## src/rtl/pc_seq_if.sv

```systemverilog
// Bundle between the controller/comparator side and the program-counter
// sequencer: redirect requests in, fetch address and status out.
interface pc_seq_if;
   logic        stall;
   logic        br_valid;
   logic        br_taken;
   logic [15:0] br_imm;
   logic        j_valid;
   logic [25:0] j_index;
   logic        jr_valid;
   logic [31:0] jr_addr;
   logic        halt_req;
   logic [31:0] pc;
   logic [31:0] pc4;
   logic        pend_valid;
   logic        halted;
   logic        addr_err;

   modport master (
      output stall, br_valid, br_taken, br_imm, j_valid, j_index,
             jr_valid, jr_addr, halt_req,
      input  pc, pc4, pend_valid, halted, addr_err
   );

   modport slave (
      input  stall, br_valid, br_taken, br_imm, j_valid, j_index,
             jr_valid, jr_addr, halt_req,
      output pc, pc4, pend_valid, halted, addr_err
   );
endinterface

```

## src/rtl/pc_sequencer.sv

```systemverilog
// Program counter sequencer: picks PC+4 / branch / jump / register target,
// buffers a redirect seen during a stall, and halts on request or on a bad
// fetch address.
module pc_sequencer #(
   parameter logic [31:0] RESET_PC   = 32'h0000_3000,
   parameter int          IMEM_WORDS = 1024
) (
   input logic     clk,
   input logic     reset,
   pc_seq_if.slave bus
);

   localparam logic [31:0] LAST_PC = RESET_PC + 32'(4 * IMEM_WORDS) - 32'd4;

   typedef enum logic [1:0] {RUN, HOLD, HALT} state_t;

   state_t      state_q, state_d;
   logic [31:0] pc_q, pc_d;
   logic [31:0] pend_q, pend_d;
   logic        pend_v_q, pend_v_d;
   logic        err_q, err_d;

   logic [31:0] pc4;
   logic [31:0] br_tgt;
   logic [31:0] j_tgt;
   logic [31:0] sel_tgt;
   logic [31:0] seq_load;
   logic        redirect;

   // Fault when the address is misaligned or falls outside instruction memory.
   function automatic logic addr_bad(input logic [31:0] a);
      return (a[1:0] != 2'b00) || (a < RESET_PC) || (a > LAST_PC);
   endfunction

   assign pc4    = pc_q + 32'd4;
   assign br_tgt = pc4 + {{14{bus.br_imm[15]}}, bus.br_imm, 2'b00};
   assign j_tgt  = {pc4[31:28], bus.j_index, 2'b00};

   // Redirect selection: register jump beats direct jump beats taken branch.
   always_comb begin
      redirect = bus.jr_valid | bus.j_valid | (bus.br_valid & bus.br_taken);
      sel_tgt  = br_tgt;
      if (bus.jr_valid)
         sel_tgt = bus.jr_addr;
      else if (bus.j_valid)
         sel_tgt = j_tgt;
      seq_load = redirect ? sel_tgt : pc4;
   end

   // Next-state logic; targets are range-checked only when they load into pc.
   always_comb begin
      state_d  = state_q;
      pc_d     = pc_q;
      pend_d   = pend_q;
      pend_v_d = pend_v_q;
      err_d    = err_q;
      unique case (state_q)
         RUN: begin
            if (bus.halt_req) begin
               state_d = HALT;
            end else if (bus.stall) begin
               if (redirect) begin
                  pend_d   = sel_tgt;
                  pend_v_d = 1'b1;
                  state_d  = HOLD;
               end
            end else if (addr_bad(seq_load)) begin
               err_d   = 1'b1;
               state_d = HALT;
            end else begin
               pc_d = seq_load;
            end
         end
         HOLD: begin
            if (bus.halt_req) begin
               pend_d   = '0;
               pend_v_d = 1'b0;
               state_d  = HALT;
            end else if (!bus.stall) begin
               pend_v_d = 1'b0;
               if (addr_bad(pend_q)) begin
                  err_d   = 1'b1;
                  state_d = HALT;
               end else begin
                  pc_d    = pend_q;
                  state_d = RUN;
               end
            end
         end
         default: begin
            state_d = HALT;
         end
      endcase
   end

   // State and PC registers; reset dominates every other input.
   always_ff @(posedge clk) begin
      if (reset) begin
         state_q  <= RUN;
         pc_q     <= RESET_PC;
         pend_q   <= '0;
         pend_v_q <= 1'b0;
         err_q    <= 1'b0;
      end else begin
         state_q  <= state_d;
         pc_q     <= pc_d;
         pend_q   <= pend_d;
         pend_v_q <= pend_v_d;
         err_q    <= err_d;
      end
   end

   assign bus.pc         = pc_q;
   assign bus.pc4        = pc4;
   assign bus.pend_valid = pend_v_q;
   assign bus.halted     = (state_q == HALT);
   assign bus.addr_err   = err_q;

endmodule
```

## src/flat_wrapper.sv

```systemverilog
// flat-port wrapper written by rule: the top's interface ports become plain ports
module pc_sequencer_flat 
#(
   parameter logic [31:0] RESET_PC   = 32'h0000_3000,
   parameter int          IMEM_WORDS = 1024
)
  (clk, reset, bus_stall, bus_br_valid, bus_br_taken, bus_br_imm, bus_j_valid, bus_j_index, bus_jr_valid, bus_jr_addr, bus_halt_req, bus_pc, bus_pc4, bus_pend_valid, bus_halted, bus_addr_err);
  pc_seq_if bus_i ();
  input logic clk;
  input logic reset;
  input wire logic [$bits(bus_i.stall)-1:0] bus_stall;
  input wire logic [$bits(bus_i.br_valid)-1:0] bus_br_valid;
  input wire logic [$bits(bus_i.br_taken)-1:0] bus_br_taken;
  input wire logic [$bits(bus_i.br_imm)-1:0] bus_br_imm;
  input wire logic [$bits(bus_i.j_valid)-1:0] bus_j_valid;
  input wire logic [$bits(bus_i.j_index)-1:0] bus_j_index;
  input wire logic [$bits(bus_i.jr_valid)-1:0] bus_jr_valid;
  input wire logic [$bits(bus_i.jr_addr)-1:0] bus_jr_addr;
  input wire logic [$bits(bus_i.halt_req)-1:0] bus_halt_req;
  output wire logic [$bits(bus_i.pc)-1:0] bus_pc;
  output wire logic [$bits(bus_i.pc4)-1:0] bus_pc4;
  output wire logic [$bits(bus_i.pend_valid)-1:0] bus_pend_valid;
  output wire logic [$bits(bus_i.halted)-1:0] bus_halted;
  output wire logic [$bits(bus_i.addr_err)-1:0] bus_addr_err;
  assign bus_i.stall = bus_stall;
  assign bus_i.br_valid = bus_br_valid;
  assign bus_i.br_taken = bus_br_taken;
  assign bus_i.br_imm = bus_br_imm;
  assign bus_i.j_valid = bus_j_valid;
  assign bus_i.j_index = bus_j_index;
  assign bus_i.jr_valid = bus_jr_valid;
  assign bus_i.jr_addr = bus_jr_addr;
  assign bus_i.halt_req = bus_halt_req;
  assign bus_pc = bus_i.pc;
  assign bus_pc4 = bus_i.pc4;
  assign bus_pend_valid = bus_i.pend_valid;
  assign bus_halted = bus_i.halted;
  assign bus_addr_err = bus_i.addr_err;
  pc_sequencer #(.RESET_PC(RESET_PC), .IMEM_WORDS(IMEM_WORDS)) u_core (.clk(clk), .reset(reset), .bus(bus_i));
endmodule
```

## config.mk

```make
export PLATFORM = sky130hd
export DESIGN_NAME = pc_sequencer_flat
export DESIGN_NICKNAME = d
export VERILOG_FILES = /design/src/rtl/pc_seq_if.sv /design/src/rtl/pc_sequencer.sv /design/src/flat_wrapper.sv
export SDC_FILE = /design/constraint.sdc
export NUM_CORES = 1
export LEC_CHECK = 0
export CAP_MARGIN = 10
export CORE_ASPECT_RATIO = 2
export CORE_MARGIN = 2
export CORE_UTILIZATION = 46
export DETAILED_ROUTE_END_ITERATION = 6
export MAX_ROUTING_LAYER = met4
export PLACE_DENSITY_LB_ADDON = 0.25
export SETUP_SLACK_MARGIN = 0.15
export SLEW_MARGIN = 20
export SYNTH_ARGS = -nofsm -noshare
export SYNTH_HDL_FRONTEND = slang
export SYNTH_SLANG_ARGS = --single-unit
```

## constraint.sdc

```tcl
create_clock -name clk -period 4.4 [get_ports clk]
set_input_delay 0.88 -clock clk [delete_from_list [all_inputs] [get_ports clk]]
set_output_delay 0.88 -clock clk [all_outputs]
set_load 0.01 [all_outputs]
```

Word-level counts from Yosys, hierarchy flattened
Cells that the tools add are included.
- register bits after elaboration: 68
- latch bits: 0
- memory bits (writable): 0
- bits in read-only memories: 0
- bits of input ports: 82
- output and inout port bits: 67
- logic and storage cells: 79
- memories: 0
- $add $sub $neg: 2
- multiply operators: 0
- divide/modulo/power cells: 0
- magnitude comparators: 4
- equal/unequal tests: 16
- shift-type cells: 0
- muxes and demuxes: 36
- bitwise operators: 3
- reduce and logical (&&, ||, !) cells: 13
- operators with widths (operator ; number):
    32-bit two-way mux ; 13
    32-bit case mux with 2 select lines ; 2
    32-bit by 14-bit greater-than comparator with 1-bit output, second input constant ; 2
    32-bit by 14-bit < comparator with 1-bit output, second input constant ; 2
    32-bit by 3-bit adder with 32-bit output, second input constant ; 1
    32-bit adder ; 1
    2-bit != test, second input constant ; 8
    2-bit two-way mux ; 7
    7-bit AND reduction ; 2
    1-bit two-way mux ; 11
    5-bit AND reduction ; 2
    4-bit by 3-bit != test with 1-bit output, second input constant ; 2
    2-bit by 1-bit != test with 1-bit output, second input constant ; 3
    2-bit nonzero test ; 3
    1-bit logical OR ; 4
    1-bit case mux with 2 select lines ; 2
    2-bit case mux with 2 select lines ; 1
    3-bit != test, second input constant ; 1
    3-bit AND reduction ; 1
    2-bit by 1-bit == test with 1-bit output, second input constant ; 1
    2-bit == test, second input constant ; 1
    2-bit zero test ; 1
    1-bit OR ; 2
    1-bit AND ; 1

Logic depth before layout (Yosys ltp)
Gate-level depths: netlist of run 1.
- word-level depth: 12
- depth in mapped cells: 20
- mapped depth without buffers: 18

Worst setup path before layout of run 1
Ideal clock, no wire load.
- path kind: register to register
- start: register u_core.pc_q[2], in the netlist u_core.bus.pc[2]
- end: register u_core.pc_q[10], in the netlist u_core.bus.pc[10]
- setup time: 0.070 ns
- arrival: 4.649 ns
- required time: 4.330 ns
- slack: -0.319 ns
- cell stages (with the launch flop): 20
- buffers on the path: 2
- clock period less this slack: 4.719 ns
- path through: dfxtp_1 -> ha_1 -> nand4_1 -> nor3_2 -> and3_1 -> xor2_1 -> ha_1 -> clkbuf_1 -> o21a_1 -> a21oi_1 -> a21oi_1 -> a21boi_0 -> o31a_1 -> or3_1 -> and3_1 -> nor4_4 -> a41oi_2 -> buf_6 -> or3_1 -> a21oi_1
- word-level cells in the longest chain between the ends: 10
- elaborated cells between the ends (all ways): 15
- those cells by class: 2 x add/sub; 2 x order compare; 1 x eq/ne; 7 x mux; 3 x reduce/logical
- ends and longest elaborated chain (element ; RTL line ; source):
    start, declared ; pc_sequencer.sv:18 ; logic [31:0] pc_q, pc_d;
    start signal, assigned ; pc_sequencer.sv:106 ; pc_q <= pc_d;
    32-bit by 3-bit adder with 32-bit output (*) ; pc_sequencer.sv:35 ; assign pc4 = pc_q + 32'd4;
    named net bus_pc4[24] ; flat_wrapper.sv:21 ; output wire logic [$bits(bus_i.pc4)-1:0] bus_pc4;
    32-bit adder ; pc_sequencer.sv:36 ; assign br_tgt = pc4 + {{14{bus.br_imm[15]}}, bus.br_imm, 2'b00};
    32-bit two-way mux ; pc_sequencer.sv:45 ; else if (bus.j_valid)
    32-bit two-way mux ; pc_sequencer.sv:43 ; if (bus.jr_valid)
    32-bit two-way mux (*) ; pc_sequencer.sv:47 ; seq_load = redirect ? sel_tgt : pc4;
    32-bit by 14-bit < comparator with 1-bit output ; pc_sequencer.sv:32 ; return (a[1:0] != 2'b00) || (a < RESET_PC) || (a > LAST_PC);
    1-bit logical OR ; pc_sequencer.sv:32 ;
    1-bit logical OR (*) ; pc_sequencer.sv:32 ;
    2-bit != test (no line) (*) ; -- ;
    7-bit AND reduction (no line) (*) ; -- ;
Mark *: on every way through the listed nets, which the timed path passes. The rest lies on a longest branch. The select of a mux whose other input is x is not followed.
A chain may end at the register's enable or synchronous reset.

Worst setup path in the final report of run 1
- start: register u_core.pc_q[2], in the netlist u_core.bus.pc[2]
- end: register u_core.pc_q[18], in the netlist u_core.bus.pc[18]
- word-level cells in the longest chain between the ends: 10
- elaborated cells between the ends (all ways): 15
- those cells by class: 2 x add/sub; 2 x order compare; 1 x eq/ne; 7 x mux; 3 x reduce/logical
- ends and longest elaborated chain (element ; RTL line):
    32-bit by 3-bit adder with 32-bit output (*) ; pc_sequencer.sv:35
    32-bit adder ; pc_sequencer.sv:36
    32-bit two-way mux ; pc_sequencer.sv:45
    32-bit two-way mux ; pc_sequencer.sv:43
    32-bit two-way mux (*) ; pc_sequencer.sv:47
    32-bit by 14-bit < comparator with 1-bit output ; pc_sequencer.sv:32
    1-bit logical OR (2 in series) ; pc_sequencer.sv:32
    2-bit != test (no line) ; --
    7-bit AND reduction (no line) ; --
Mark *: on every way between the ends. The rest lies on a longest branch, timed or not. The select of a mux whose other input is x is not followed.

==> metrics.txt, run 1 <==
# TYPE chip_impl_metric gauge
chip_impl_metric{name="fin_util",unit=""} 0.787
chip_impl_metric{name="reg2reg_depth",unit=""} 20
chip_impl_metric{name="hold_buffers",unit=""} 0
chip_impl_metric{name="drt-met1-wl",unit="mm"} 9.55
chip_impl_metric{name="dr_total_vias",unit=""} 8304
chip_impl_info{name="endpoint_kind",value="flop"} 1
chip_impl_metric{name="final_antenna_net_count",unit=""} 0
chip_impl_metric{name="worst_hold_slack",unit="ns"} 0.460
chip_impl_metric{name="final_layout_size_suffix_gt1_frac",unit=""} 0.316
chip_impl_metric{name="timing.reg2reg.setup_slack",unit="ns"} -0.25
chip_impl_metric{name="setup_violations",unit=""} 35
chip_impl_metric{name="first_pass_iters",unit=""} 6
chip_impl_info{name="whs_endpoint",value="u_core.pend_q[11]$_SDFFE_PP0P_"} 1
chip_impl_metric{name="slew_headroom",unit=""} 0.217
chip_impl_info{name="hold_path.startpoint",value="u_core.pend_q[11]$_SDFFE_PP0P_"} 1
chip_impl_metric{name="insertedDiodeCount",unit=""} 0
chip_impl_info{name="grt_setup_unrepaired",value="yes"} 1
chip_impl_info{name="layout_commonest_cell",value="sky130_fd_sc_hd__buf_4"} 1
chip_impl_metric{name="critPathArrivalTime",unit="ns"} 4.89
chip_impl_metric{name="place.detailed.hpwl",unit="mm"} 21.4
chip_impl_metric{name="nets_final",unit=""} 1288
chip_impl_metric{name="design.portCount",unit=""} 149
chip_impl_metric{name="worst_setup_hold_path_clk_slew",unit="ns"} 0.07
chip_impl_metric{name="place_inst",unit=""} 1281
chip_impl_metric{name="maximum_resistive_drop_on_vdd",unit="mV"} 0.242
chip_impl_metric{name="final_area",unit="um2"} 10200
chip_impl_metric{name="synth-async-reset-ratio",unit=""} 0
chip_impl_metric{name="clock_skew",unit="ns"} 0.0101
chip_impl_metric{name="global_route_wire_length_before_repair",unit="mm"} 44.8
chip_impl_metric{name="synth-seq-area-share",unit=""} 0.223
chip_impl_metric{name="hold_viol",unit=""} 0
chip_impl_metric{name="max_cap_violations",unit=""} 0
chip_impl_metric{name="worst_slack",unit="ns"} -0.250
chip_impl_metric{name="worst-endpoint-required",unit="ns"} 4.64
chip_impl_metric{name="dpl-instance-area",unit="um2"} 9180
chip_impl_metric{name="postSynthNetCount",unit=""} 955
chip_impl_metric{name="gp_congestion",unit=""} 1.00
chip_impl_metric{name="design.core.area",unit="um2"} 13000
chip_impl_metric{name="count_of_flip_flops_with_a_built_in_enable_after_synthesis",unit=""} 0
chip_impl_info{name="crit_slowest_cell",value="sky130_fd_sc_hd__dfxtp_4"} 1
chip_impl_metric{name="overall_global_routing_usage",unit=""} 0.417
chip_impl_info{name="status",value="complete, but fails checks"} 1
chip_impl_metric{name="met3_wirelength",unit="mm"} 1.68
chip_impl_metric{name="clock_tree.htree_level_count",unit=""} 3
chip_impl_metric{name="die_y",unit="um"} 167
chip_impl_metric{name="port_buffers",unit=""} 148
chip_impl_metric{name="gr-total-overflow",unit=""} 0
chip_impl_metric{name="post-route-period-util",unit=""} 1.06
chip_impl_metric{name="hold-path-cell-count",unit=""} 2
chip_impl_info{name="layout.cells.most_common_list",value="sky130_fd_sc_hd__buf_4 (211), sky130_fd_sc_hd__clkdlybuf4s50_1 (147), sky130_fd_sc_hd__nand2_1 (89)"} 1
chip_impl_info{name="failed_checks",value="negative setup slack"} 1
chip_impl_metric{name="wirelength",unit="mm"} 29.4
chip_impl_metric{name="critPathMaxStageDelay",unit="ns"} 0.39
chip_impl_metric{name="synth_area_per_cell",unit="um2"} 7.27
chip_impl_metric{name="critical_path_buf_inv_count",unit=""} 3
chip_impl_metric{name="yosys_warnings",unit=""} 0
chip_impl_info{name="min-delay-path-class",value="reg2reg"} 1
chip_impl_info{name="timing.critical_path.cells",value="ha_4, nand4_1, buf_6, nor3_4, nand4_1, xnor2_2, ha_1, buf_6, and4_4, o211a_1, o21ai_2, a211oi_4, mux2i_1, or3_1, and3_4, nor4_4, a41oi_4, buf_6, o21ba_2, and2_1"} 1
chip_impl_info{name="cp-start-kind",value="flop"} 1
chip_impl_info{name="timing.critical_path.mode_cell",value="sky130_fd_sc_hd__buf_6"} 1
chip_impl_info{name="top_signal_layer_used",value="met4"} 1
chip_impl_metric{name="grt_start_max_net_pins",unit=""} 49
chip_impl_info{name="cts_root_buffer",value="sky130_fd_sc_hd__clkbuf_16"} 1
chip_impl_metric{name="power.density_cell_area",unit="nW/um2"} 187
chip_impl_metric{name="antenna_found_initial",unit=""} 0
chip_impl_metric{name="ys_types",unit=""} 82
chip_impl_metric{name="gate_count_after_technology_mapping",unit=""} 838
chip_impl_metric{name="drv_slew",unit=""} 0
chip_impl_info{name="critPathTopFamily",value="simple AND/OR/NAND/NOR gates"} 1
chip_impl_metric{name="floorplan.initialDensity",unit=""} 0.469
chip_impl_info{name="timing_worst_setup_path_type",value="reg2reg"} 1
chip_impl_metric{name="dr.first_iter.drc_count",unit=""} 663
chip_impl_metric{name="die_x",unit="um"} 85.4
chip_impl_metric{name="fin_crit",unit="ns"} 4.65
chip_impl_metric{name="clk_path_buf_depth",unit=""} 2
chip_impl_metric{name="pin_slew_with_the_least_headroom_to_its_limit",unit="ns"} 1.17
chip_impl_info{name="ys.flop_type",value="sky130_fd_sc_hd__dfxtp_1"} 1
chip_impl_metric{name="drc",unit=""} 0
chip_impl_metric{name="syn_area",unit="um2"} 6090
chip_impl_metric{name="wl_per_cell",unit="um"} 22.1
chip_impl_metric{name="via_count_of_the_first_global_routing_pass",unit=""} 8564
chip_impl_metric{name="numClockSinks",unit=""} 68
chip_impl_metric{name="pre_cts_ws",unit="ns"} -0.384
chip_impl_metric{name="leakage_power_summed_over_all_cells",unit="nW"} 4.25
chip_impl_metric{name="via_per_inst",unit=""} 6.25
chip_impl_metric{name="areaGrowthSynthToFinish",unit="%"} 67.7
chip_impl_metric{name="critical_path.max_fanout",unit=""} 5
chip_impl_info{name="regToRegStartpoint",value="u_core.bus.pc[2]$_SDFFE_PP0P_"} 1
chip_impl_metric{name="max_fclk",unit="MHz"} 215
chip_impl_metric{name="fin_cells",unit=""} 1328
chip_impl_metric{name="floorplan.die_area",unit="um2"} 14200
chip_impl_metric{name="routed-wl-met2",unit="mm"} 15.3
chip_impl_info{name="tritoncts",value="yes"} 1
chip_impl_metric{name="ys_seq_elements",unit=""} 68
chip_impl_info{name="worstReg2RegEnd",value="u_core.bus.pc[18]$_SDFFE_PP0P_"} 1
chip_impl_metric{name="cts_inserted_buffers",unit=""} 9
chip_impl_metric{name="number_of_cell_rows",unit=""} 59
chip_impl_metric{name="clock_insertion_delay_worst_skew",unit="ns"} 0.35
how the worst max path moves through the flow:
| stage | to | startpoint | slack (ns) | cells past startpoint |
|---|---|---|---|---|
| 4_1_cts | u_core.bus.pc[9]$_SDFFE_PP0P_ | u_core.bus.pc[3]$_SDFFE_PP0P_ | -0.05 | 21 |
| 3_5_place_dp | u_core.bus.pc[9]$_SDFFE_PP0P_ | bus_br_imm[8] | -0.38 | 15 |
| 6_report | u_core.bus.pc[18]$_SDFFE_PP0P_ | u_core.bus.pc[2]$_SDFFE_PP0P_ | -0.25 | 20 |
| 2_1_floorplan | u_core.bus.pc[10]$_SDFFE_PP0P_ | u_core.bus.pc[2]$_SDFFE_PP0P_ | 0.05 | 19 |
| 3_3_place_gp | u_core.bus.pc[9]$_SDFFE_PP0P_ | bus_br_imm[8] | -0.41 | 15 |
| 5_1_grt | u_core.bus.pc[5]$_SDFFE_PP0P_ | u_core.bus.pc[2]$_SDFFE_PP0P_ | -0.43 | 21 |
layer usage:
layer	GRT usage	vias to the layer above
met4	0.329	0
met5	-	-
met3	0.0535	203
met1	0.389	3882
met2	0.741	468
li1	-	3751
timing repair:
action / in CTS / in global routing
endpoints found under the setup margin: 35 / 35
pin swaps: 39 / 26
setup buffers: 23 / 3
gates resized for setup: 73 / 40
gates cloned: 5 / 0
report_power, final:
| group | switching (W) | internal (W) |
|---|---|---|
| sequential | 0.00000935 | 0.000626 |
| clock | 0.000339 | 0.000448 |
| combinational | 0.000256 | 0.000234 |
logic make-up after synthesis:
kind of cell	count (synthesis)	synth area share
AND/OR/NAND/NOR	344	0.291
AO/OA/AOI/OAI	260	0.275
buffers and inverters	71	0.0474
flip-flops	68	0.223
XOR/XNOR	47	0.0688
adder cells (fa/ha/maj)	35	0.0731
multiplexers	13	0.0214
Yosys cell counts (18+ instances only):
library cell | instances | area share
sky130_fd_sc_hd__xor2_1 | 22 | 0.032
sky130_fd_sc_hd__xnor2_1 | 24 | 0.034
sky130_fd_sc_hd__nor2_1 | 79 | 0.049
sky130_fd_sc_hd__nor3_1 | 18 | 0.015
sky130_fd_sc_hd__dfxtp_1 | 68 | 0.22
sky130_fd_sc_hd__nand2_1 | 94 | 0.058
sky130_fd_sc_hd__o21ai_0 | 58 | 0.048
sky130_fd_sc_hd__and2_1 | 27 | 0.028
sky130_fd_sc_hd__ha_1 | 34 | 0.070
sky130_fd_sc_hd__nand4_1 | 22 | 0.023
sky130_fd_sc_hd__a21oi_1 | 89 | 0.073
sky130_fd_sc_hd__clkbuf_1 | 41 | 0.025
sky130_fd_sc_hd__nand3_1 | 24 | 0.020
worst min-delay path, delay by kind of cell, from the launching register on:
kind               cells  cell delay [ns]
DFF                    1             0.32
AOI/OAI and AO/OA      1             0.05
and+or+nand+nor        1             0.05
cell type report:
cell class,instances,area (um2)
clock buffer,9,225
inverter,17,63.8
clock inverter,7,81.3
fill,948,2770
tap,152,190
timing repair buffer,373,3220
sequential,68,1390
multi-input combinational,702,5050
flip-flops by register name (all words and copies together), names as in the netlist:
register	count
u_core.bus.pend_valid	1
u_core.pend_q	32
u_core.bus.pc	32
u_core.bus.addr_err	1
u_core.state_q	2
through the flow:
step	TNS, ns	total power, W
2_1_floorplan	0	0.000858
3_3_place_gp	-10.67	0.00108
3_5_place_dp	-9.78	0.00108
4_1_cts	-0.816	0.00188
5_1_grt	-13.12	0.00196
6_report	-7.21	0.00191
No activity file was read; power rests on OpenSTA's default activity.
==> run 2, diff against run 1 <==
--- a/config.mk
+++ b/config.mk
@@ -6,9 +6,11 @@
 export NUM_CORES = 1
 export LEC_CHECK = 0
 export CAP_MARGIN = 10
+export CELL_PAD_IN_SITES_DETAIL_PLACEMENT = 0
+export CELL_PAD_IN_SITES_GLOBAL_PLACEMENT = 1
 export CORE_ASPECT_RATIO = 2
 export CORE_MARGIN = 2
-export CORE_UTILIZATION = 46
+export CORE_UTILIZATION = 33
 export DETAILED_ROUTE_END_ITERATION = 6
 export MAX_ROUTING_LAYER = met4
 export PLACE_DENSITY_LB_ADDON = 0.25
==> run 2 against run 1 <==
  * The run still ends with negative setup slack left
  * Clock skew shrank 0.0048 ns
  * Register-to-register slack gained 0.03 ns
  * Via count shrank 6.9%
  * Largest power group unchanged
  * Largest cell class unchanged
  * Sequential share of layout area shrank 0.36 points
  * Worst hold slack lost 0.0030 ns
  * Critical path type unchanged
  * Highest routed layer unchanged
  * Global-route usage shrank 12 points
==> metrics.txt, run 2 (synthesis results as in run 1) <==
# TYPE chip_impl_metric gauge
chip_impl_metric{name="overall_global_routing_usage",unit=""} 0.295
chip_impl_metric{name="floorplan.die_area",unit="um2"} 19600
chip_impl_metric{name="die_y",unit="um"} 196
chip_impl_metric{name="pin_slew_with_the_least_headroom_to_its_limit",unit="ns"} 0.672
chip_impl_info{name="layout_commonest_cell",value="sky130_fd_sc_hd__buf_4"} 1
chip_impl_metric{name="gp_congestion",unit=""} 0.949
chip_impl_metric{name="place.detailed.hpwl",unit="mm"} 22.6
chip_impl_info{name="hold_path.startpoint",value="u_core.pend_q[30]$_SDFFE_PP0P_"} 1
chip_impl_info{name="startpoint",value="u_core.bus.pc[3]$_SDFFE_PP0P_"} 1
chip_impl_metric{name="final.setup.tns",unit="ns"} -6.30
chip_impl_info{name="regToRegStartpoint",value="u_core.bus.pc[3]$_SDFFE_PP0P_"} 1
chip_impl_metric{name="globalRouteMet3Util",unit=""} 0.0289
chip_impl_metric{name="final_antenna_net_count",unit=""} 0
chip_impl_info{name="cts_root_buffer",value="sky130_fd_sc_hd__clkbuf_16"} 1
chip_impl_metric{name="critical_path.max_fanout",unit=""} 22
chip_impl_metric{name="hold-path-cell-count",unit=""} 2
chip_impl_metric{name="dr_total_vias",unit=""} 7728
chip_impl_metric{name="clk_path_buf_depth",unit=""} 2
chip_impl_metric{name="met1_usage",unit=""} 0.278
chip_impl_metric{name="global_route.usage.met2",unit=""} 0.568
chip_impl_metric{name="nets_final",unit=""} 1308
chip_impl_metric{name="floorplan.initialDensity",unit=""} 0.335
chip_impl_metric{name="worst_slack",unit="ns"} -0.222
chip_impl_metric{name="first_pass_iters",unit=""} 5
chip_impl_metric{name="max_fclk",unit="MHz"} 216
chip_impl_info{name="worstReg2RegEnd",value="u_core.bus.pc[15]$_SDFFE_PP0P_"} 1
chip_impl_metric{name="areaGrowthSynthToFinish",unit="%"} 72.4
chip_impl_metric{name="reg2reg_depth",unit=""} 23
chip_impl_metric{name="drv_slew",unit=""} 0
chip_impl_metric{name="critical_path_buf_inv_count",unit=""} 7
chip_impl_metric{name="worst_setup_hold_path_clk_slew",unit="ns"} 0.06
chip_impl_metric{name="wl_per_cell",unit="um"} 20.0
chip_impl_metric{name="design.core.area",unit="um2"} 18200
chip_impl_metric{name="critPathMaxStageDelay",unit="ns"} 0.41
chip_impl_metric{name="wirelength",unit="mm"} 28.3
chip_impl_metric{name="leakage_power_summed_over_all_cells",unit="nW"} 4.33
chip_impl_metric{name="via_per_inst",unit=""} 5.48
chip_impl_info{name="status",value="complete, but fails checks"} 1
chip_impl_info{name="grt_setup_unrepaired",value="yes"} 1
chip_impl_info{name="layout.cells.most_common_list",value="sky130_fd_sc_hd__buf_4 (236), sky130_fd_sc_hd__clkdlybuf4s50_1 (147), sky130_fd_sc_hd__nand2_1 (92)"} 1
chip_impl_info{name="tritoncts",value="yes"} 1
chip_impl_info{name="cp-start-kind",value="flop"} 1
chip_impl_metric{name="max_cap_violations",unit=""} 0
chip_impl_metric{name="grt_start_max_net_pins",unit=""} 47
chip_impl_metric{name="worst-endpoint-required",unit="ns"} 4.69
chip_impl_info{name="endpoint_kind",value="flop"} 1
chip_impl_metric{name="post-route-period-util",unit=""} 1.05
chip_impl_metric{name="antenna_found_initial",unit=""} 0
chip_impl_metric{name="numClockSinks",unit=""} 68
chip_impl_metric{name="drc",unit=""} 0
chip_impl_info{name="timing_worst_setup_path_type",value="reg2reg"} 1
chip_impl_metric{name="fin_crit",unit="ns"} 4.62
chip_impl_info{name="timing.critical_path.cells",value="ha_4, nand4_1, buf_6, buf_6, nor4_2, buf_4, xor2_4, ha_4, nand4_1, or3_1, o2bb2ai_2, nor3_2, buf_4, o21ba_4, mux2i_1, xor2_1, buf_4, a211o_1, a41oi_4, buf_12, o21ba_4, buf_12, and2_4"} 1
chip_impl_metric{name="fin_util",unit=""} 0.577
chip_impl_metric{name="clock_insertion_delay_worst_skew",unit="ns"} 0.35
chip_impl_metric{name="timing.reg2reg.setup_slack",unit="ns"} -0.22
chip_impl_metric{name="power.density_cell_area",unit="nW/um2"} 173
chip_impl_metric{name="hold_viol",unit=""} 0
chip_impl_metric{name="clock_skew",unit="ns"} 0.00529
chip_impl_metric{name="insertedDiodeCount",unit=""} 0
chip_impl_info{name="whs_endpoint",value="u_core.pend_q[30]$_SDFFE_PP0P_"} 1
chip_impl_metric{name="global_route_wire_length_before_repair",unit="mm"} 42.9
chip_impl_metric{name="port_buffers",unit=""} 148
chip_impl_metric{name="final_layout_size_suffix_gt1_frac",unit=""} 0.324
chip_impl_metric{name="die_x",unit="um"} 100
chip_impl_metric{name="maximum_resistive_drop_on_vdd",unit="mV"} 0.246
chip_impl_metric{name="setup_violations",unit=""} 35
chip_impl_metric{name="cts_inserted_buffers",unit=""} 9
chip_impl_info{name="min-delay-path-class",value="reg2reg"} 1
chip_impl_info{name="timing.critical_path.mode_cell",value="sky130_fd_sc_hd__buf_4"} 1
chip_impl_metric{name="design.portCount",unit=""} 149
chip_impl_metric{name="slew_headroom",unit=""} 0.548
chip_impl_info{name="critPathTopFamily",value="simple AND/OR/NAND/NOR gates"} 1
chip_impl_info{name="crit_slowest_cell",value="sky130_fd_sc_hd__or3_1"} 1
chip_impl_info{name="globalRoute.busiestLayer",value="met2"} 1
chip_impl_metric{name="clock_tree.htree_level_count",unit=""} 3
chip_impl_metric{name="pre_cts_ws",unit="ns"} -0.526
chip_impl_metric{name="number_of_cell_rows",unit=""} 70
chip_impl_metric{name="dr.first_iter.drc_count",unit=""} 280
chip_impl_metric{name="critPathArrivalTime",unit="ns"} 4.92
chip_impl_metric{name="via_count_of_the_first_global_routing_pass",unit=""} 7997
chip_impl_metric{name="gr-total-overflow",unit=""} 0
chip_impl_metric{name="hold_buffers",unit=""} 0
chip_impl_info{name="failed_checks",value="negative setup slack"} 1
run 2: changes by cell type in the layout (fill, tap and decap cells not counted), sizes merged, moves of 2 or more:
cell / before / now
buf: 226 / 249
clkbuf: 9 / 13
inv: 20 / 18
o21ba: 6 / 3
run 2: worst max-delay path by stage:
stage | depth (start not counted) | endpoint
floorplan | 19 | u_core.bus.pc[10]$_SDFFE_PP0P_
global placement | 16 | u_core.bus.pc[5]$_SDFFE_PP0P_
detailed placement | 16 | u_core.bus.pc[5]$_SDFFE_PP0P_
CTS | 24 | u_core.bus.pc[15]$_SDFFE_PP0P_
global route | 23 | u_core.bus.pc[29]$_SDFFE_PP0P_
finish | 23 | u_core.bus.pc[15]$_SDFFE_PP0P_
run 2: cell type report:
class,count,area [um2]
fill,1755,7710
multi-input combinational,699,5100
timing repair buffer,396,3410
sequential,68,1390
tap,216,270
clock buffer,13,260
inverter,17,63.8
clock inverter,2,11.3
run 2: where the power goes:
part           total [W]  leakage, nW  internal [W]  switching, W
sequential      0.000636        0.557      0.000627    0.00000921
clock           0.000690        0.136      0.000409      0.000281
combinational   0.000492         3.64      0.000242      0.000250
run 2: layer usage:
metal	part of all wire	wire length, um
met1	0.34	9740
met2	0.56	16000
met3	0.036	1030
met4	0.054	1530
met5	0	0
run 2: repair_timing:
action	in CTS	in global routing
pin swaps	33	25
setup buffers	23	5
resized for setup	65	38
endpoints found under the setup margin	35	35
gates cloned	2	0
run 2: stage by stage:
step | instances | cell area (um2) | hold WS (ns) | power [W]
after global placement | 1366 | 9440 | 0.443 | 0.00110
after global routing | 1411 | 10500 | 0.483 | 0.00189
after CTS | 1406 | 10300 | 0.455 | 0.00181
final | 1411 | 10500 | 0.457 | 0.00182
after detailed placement | 1366 | 9440 | 0.448 | 0.00110
after floorplan | 838 | 6260 | 0.432 | 0.000858
run 2: tightest hold or removal path, cell delays in order, from the launching register on:
cell and delay [ns]:
sky130_fd_sc_hd__dfxtp_1 0.31, sky130_fd_sc_hd__nand2_1 0.05, sky130_fd_sc_hd__a21oi_1 0.05
==> run 3, diff against run 2 <==
--- a/config.mk
+++ b/config.mk
@@ -10,7 +10,7 @@
 export CELL_PAD_IN_SITES_GLOBAL_PLACEMENT = 1
 export CORE_ASPECT_RATIO = 2
 export CORE_MARGIN = 2
-export CORE_UTILIZATION = 33
+export CORE_UTILIZATION = 36
 export DETAILED_ROUTE_END_ITERATION = 6
 export MAX_ROUTING_LAYER = met4
 export PLACE_DENSITY_LB_ADDON = 0.25
==> constraint.sdc (replaced) <==
create_clock -name clk -period 5.3 [get_ports clk]
set_input_delay 1.06 -clock clk [delete_from_list [all_inputs] [get_ports clk]]
set_output_delay 1.06 -clock clk [all_outputs]
set_load 0.01 [all_outputs]
==> run 3 against run 2 <==
  * The run now ends clean
  * Via count shrank 7.4%
  * Worst setup slack better by 0.51 ns
  * Worst hold slack lost 0.0046 ns
  * Die area down 8.1%
  * Fmax fell by 7.8%
  * Global-route usage is 0.56 points higher
  * Sequential share of layout area is 2.8 points higher
  * Flip-flop and latch count did not move
  * Utilization fell by 6.6 points
  * Cell area down 19%
  * Critical path type unchanged
  * Largest cell class unchanged
==> metrics.txt, run 3 (synthesis results as in run 1) <==
# TYPE chip_impl_metric gauge
chip_impl_info{name="regToRegStartpoint",value="u_core.bus.pc[10]$_SDFFE_PP0P_"} 1
chip_impl_info{name="layout_commonest_cell",value="sky130_fd_sc_hd__clkdlybuf4s50_1"} 1
chip_impl_metric{name="number_of_cell_rows",unit=""} 67
chip_impl_metric{name="critPathMaxStageDelay",unit="ns"} 0.62
chip_impl_info{name="endpoint_kind",value="flop"} 1
chip_impl_info{name="status",value="finished clean"} 1
chip_impl_metric{name="clock_skew",unit="ns"} 0.00456
chip_impl_metric{name="pin_slew_with_the_least_headroom_to_its_limit",unit="ns"} 0.946
chip_impl_metric{name="insertedDiodeCount",unit=""} 0
chip_impl_metric{name="overall_global_routing_usage",unit=""} 0.301
chip_impl_metric{name="hold_buffers",unit=""} 0
chip_impl_info{name="cp-start-kind",value="flop"} 1
chip_impl_metric{name="seqCellArea",unit="um2"} 1360
chip_impl_metric{name="worst-endpoint-required",unit="ns"} 5.58
chip_impl_metric{name="drc",unit=""} 0
chip_impl_info{name="top_signal_layer_used",value="met4"} 1
chip_impl_metric{name="via_count_of_the_first_global_routing_pass",unit=""} 7075
chip_impl_metric{name="critical_path.max_fanout",unit=""} 12
chip_impl_metric{name="worst_slack",unit="ns"} 0.288
chip_impl_metric{name="timing.reg2reg.setup_slack",unit="ns"} 0.29
chip_impl_info{name="timing_worst_setup_path_type",value="reg2reg"} 1
chip_impl_metric{name="clock_insertion_delay_worst_skew",unit="ns"} 0.35
chip_impl_info{name="tritoncts",value="yes"} 1
chip_impl_metric{name="reg2reg_depth",unit=""} 17
chip_impl_metric{name="pre_cts_ws",unit="ns"} 0.0383
chip_impl_metric{name="antenna_found_initial",unit=""} 0
chip_impl_metric{name="first_pass_iters",unit=""} 5
chip_impl_metric{name="wirelength",unit="mm"} 26.5
chip_impl_metric{name="maximum_resistive_drop_on_vdd",unit="mV"} 0.178
chip_impl_metric{name="design.core.area",unit="um2"} 16700
chip_impl_info{name="min-delay-path-class",value="reg2reg"} 1
chip_impl_metric{name="final_layout_size_suffix_gt1_frac",unit=""} 0.118
chip_impl_metric{name="post-route-period-util",unit=""} 0.946
chip_impl_metric{name="global_route_wire_length_before_repair",unit="mm"} 39.3
chip_impl_info{name="crit_slowest_cell",value="sky130_fd_sc_hd__or4_4"} 1
chip_impl_metric{name="nets_final",unit=""} 1127
chip_impl_metric{name="slew_headroom",unit=""} 0.369
chip_impl_metric{name="setup_violations",unit=""} 0
chip_impl_metric{name="place.detailed.hpwl",unit="mm"} 21.4
chip_impl_metric{name="footprint_of_the_multi_input_gates",unit="um2"} 4540
chip_impl_metric{name="grt_start_max_net_pins",unit=""} 49
chip_impl_info{name="grt_setup_unrepaired",value="yes"} 1
chip_impl_metric{name="die_x",unit="um"} 96.0
chip_impl_metric{name="design.portCount",unit=""} 149
chip_impl_metric{name="max_cap_violations",unit=""} 0
chip_impl_metric{name="floorplan.die_area",unit="um2"} 18000
chip_impl_info{name="startpoint",value="u_core.bus.pc[10]$_SDFFE_PP0P_"} 1
chip_impl_metric{name="hold_viol",unit=""} 0
chip_impl_metric{name="die_y",unit="um"} 188
chip_impl_metric{name="routed-wl-met2",unit="mm"} 14.3
chip_impl_metric{name="numClockSinks",unit=""} 68
chip_impl_metric{name="max_fclk",unit="MHz"} 200
chip_impl_metric{name="leakage_power_summed_over_all_cells",unit="nW"} 3.29
chip_impl_metric{name="final.fill_count",unit=""} 1701
chip_impl_metric{name="clk_path_buf_depth",unit=""} 2
chip_impl_info{name="timing.critical_path.cells",value="nand4_4, or4_4, xnor2_4, ha_2, nand2_1, o21ai_2, a21oi_1, buf_4, a211oi_4, mux2i_1, or3_1, and3_1, nor4_4, a41oi_2, buf_4, or3_1, a21oi_1"} 1
chip_impl_metric{name="final.setup.tns",unit="ns"} 0
chip_impl_metric{name="drt-met1-wl",unit="mm"} 9.12
chip_impl_metric{name="via_per_inst",unit=""} 5.86
chip_impl_metric{name="port_buffers",unit=""} 148
chip_impl_info{name="worstSetupEndpoint",value="u_core.bus.pc[5]$_SDFFE_PP0P_"} 1
chip_impl_metric{name="areaGrowthSynthToFinish",unit="%"} 39.8
chip_impl_metric{name="gp_congestion",unit=""} 1.05
chip_impl_metric{name="critPathArrivalTime",unit="ns"} 5.29
chip_impl_metric{name="gr-total-overflow",unit=""} 0
chip_impl_info{name="layout.cells.most_common_list",value="sky130_fd_sc_hd__clkdlybuf4s50_1 (147), sky130_fd_sc_hd__nand2_1 (94), sky130_fd_sc_hd__a21oi_1 (82)"} 1
chip_impl_metric{name="floorplan.initialDensity",unit=""} 0.365
chip_impl_info{name="cts_root_buffer",value="sky130_fd_sc_hd__clkbuf_16"} 1
chip_impl_metric{name="fin_util",unit=""} 0.511
chip_impl_metric{name="fin_crit",unit="ns"} 5.01
chip_impl_metric{name="dr.first_iter.drc_count",unit=""} 310
chip_impl_metric{name="clock_tree.htree_level_count",unit=""} 3
chip_impl_metric{name="cts_inserted_buffers",unit=""} 9
chip_impl_metric{name="wl_per_cell",unit="um"} 21.7
chip_impl_metric{name="dr_total_vias",unit=""} 7158
chip_impl_metric{name="drv_slew",unit=""} 0
chip_impl_info{name="worstReg2RegEnd",value="u_core.bus.pc[5]$_SDFFE_PP0P_"} 1
chip_impl_metric{name="worst_setup_hold_path_clk_slew",unit="ns"} 0.06
chip_impl_metric{name="final_antenna_net_count",unit=""} 0
chip_impl_metric{name="met3_wirelength",unit="mm"} 1.04
chip_impl_metric{name="power.density_cell_area",unit="nW/um2"} 177
run 3: cell count changes in the layout (fill, tap and decap cells not counted), sizes merged:
cell	previous run	this run
buf	249	68
clkbuf	13	9
bufinv	0	2
clkinvlp	0	2
run 3: critical path: cells and delay by family (launching register included):
family,cells,cell delay (ns)
xor gates and xnor gates,1,0.20
DFF,1,0.45
muxes,1,0.16
adders and majority gates,1,0.41
and+or+nand+nor,7,2.15
AOI/OAI and AO/OA,5,1.17
buffers and inverters,2,0.39
run 3: worst min path at each step:
| stage | startpoint | endpoint | slack [ns] | cells past startpoint |
|---|---|---|---|---|
| after floorplan | u_core.pend_q[30]$_SDFFE_PP0P_ | u_core.pend_q[30]$_SDFFE_PP0P_ | 0.43 | 2 |
| after global placement | u_core.pend_q[30]$_SDFFE_PP0P_ | u_core.pend_q[30]$_SDFFE_PP0P_ | 0.44 | 2 |
| after detailed placement | u_core.pend_q[20]$_SDFFE_PP0P_ | u_core.pend_q[20]$_SDFFE_PP0P_ | 0.45 | 2 |
| after CTS | u_core.pend_q[20]$_SDFFE_PP0P_ | u_core.pend_q[20]$_SDFFE_PP0P_ | 0.45 | 2 |
| after global routing | u_core.pend_q[30]$_SDFFE_PP0P_ | u_core.pend_q[30]$_SDFFE_PP0P_ | 0.47 | 2 |
| final | u_core.pend_q[20]$_SDFFE_PP0P_ | u_core.pend_q[20]$_SDFFE_PP0P_ | 0.45 | 2 |
run 3: power by group:
group          switching, W  internal [W]  total (W)
Clock              0.000243      0.000410   0.000652
Combinational      0.000183      0.000145   0.000328
Sequential       0.00000760      0.000523   0.000530
run 3: area by class of cell:
| cell class | count | share of cell area |
|---|---|---|
| multi-input combinational | 699 | 0.533 |
| timing repair buffer | 215 | 0.232 |
| sequential | 68 | 0.160 |
| tap | 207 | 0.0304 |
| clock buffer | 9 | 0.0264 |
| clock inverter | 6 | 0.0104 |
| inverter | 17 | 0.00749 |
run 3: through the flow:
step | hold slack (ns) | total power [W] | std cells | cell area (um2)
floorplan | 0.432 | 0.000712 | 838 | 6090
global placement | 0.438 | 0.000864 | 1205 | 8110
detailed placement | 0.446 | 0.000863 | 1205 | 8110
CTS | 0.454 | 0.00151 | 1220 | 8420
global route | 0.473 | 0.00156 | 1221 | 8520
finish | 0.452 | 0.00151 | 1221 | 8520
run 3: layer usage:
metal,vias to the layer above,track usage
met5,-,-
met3,90,0.0325
li1,3408,-
met4,0,0.208
met2,266,0.540
met1,3394,0.286
run 3: what timing repair did:
action | in CTS | in global routing
endpoints found under the setup margin | 27 | 34
buffers inserted | 0 | 1
endpoints found under the hold margin | 0 | 0
gates resized for setup | 1 | 19
pin swaps | 0 | 3
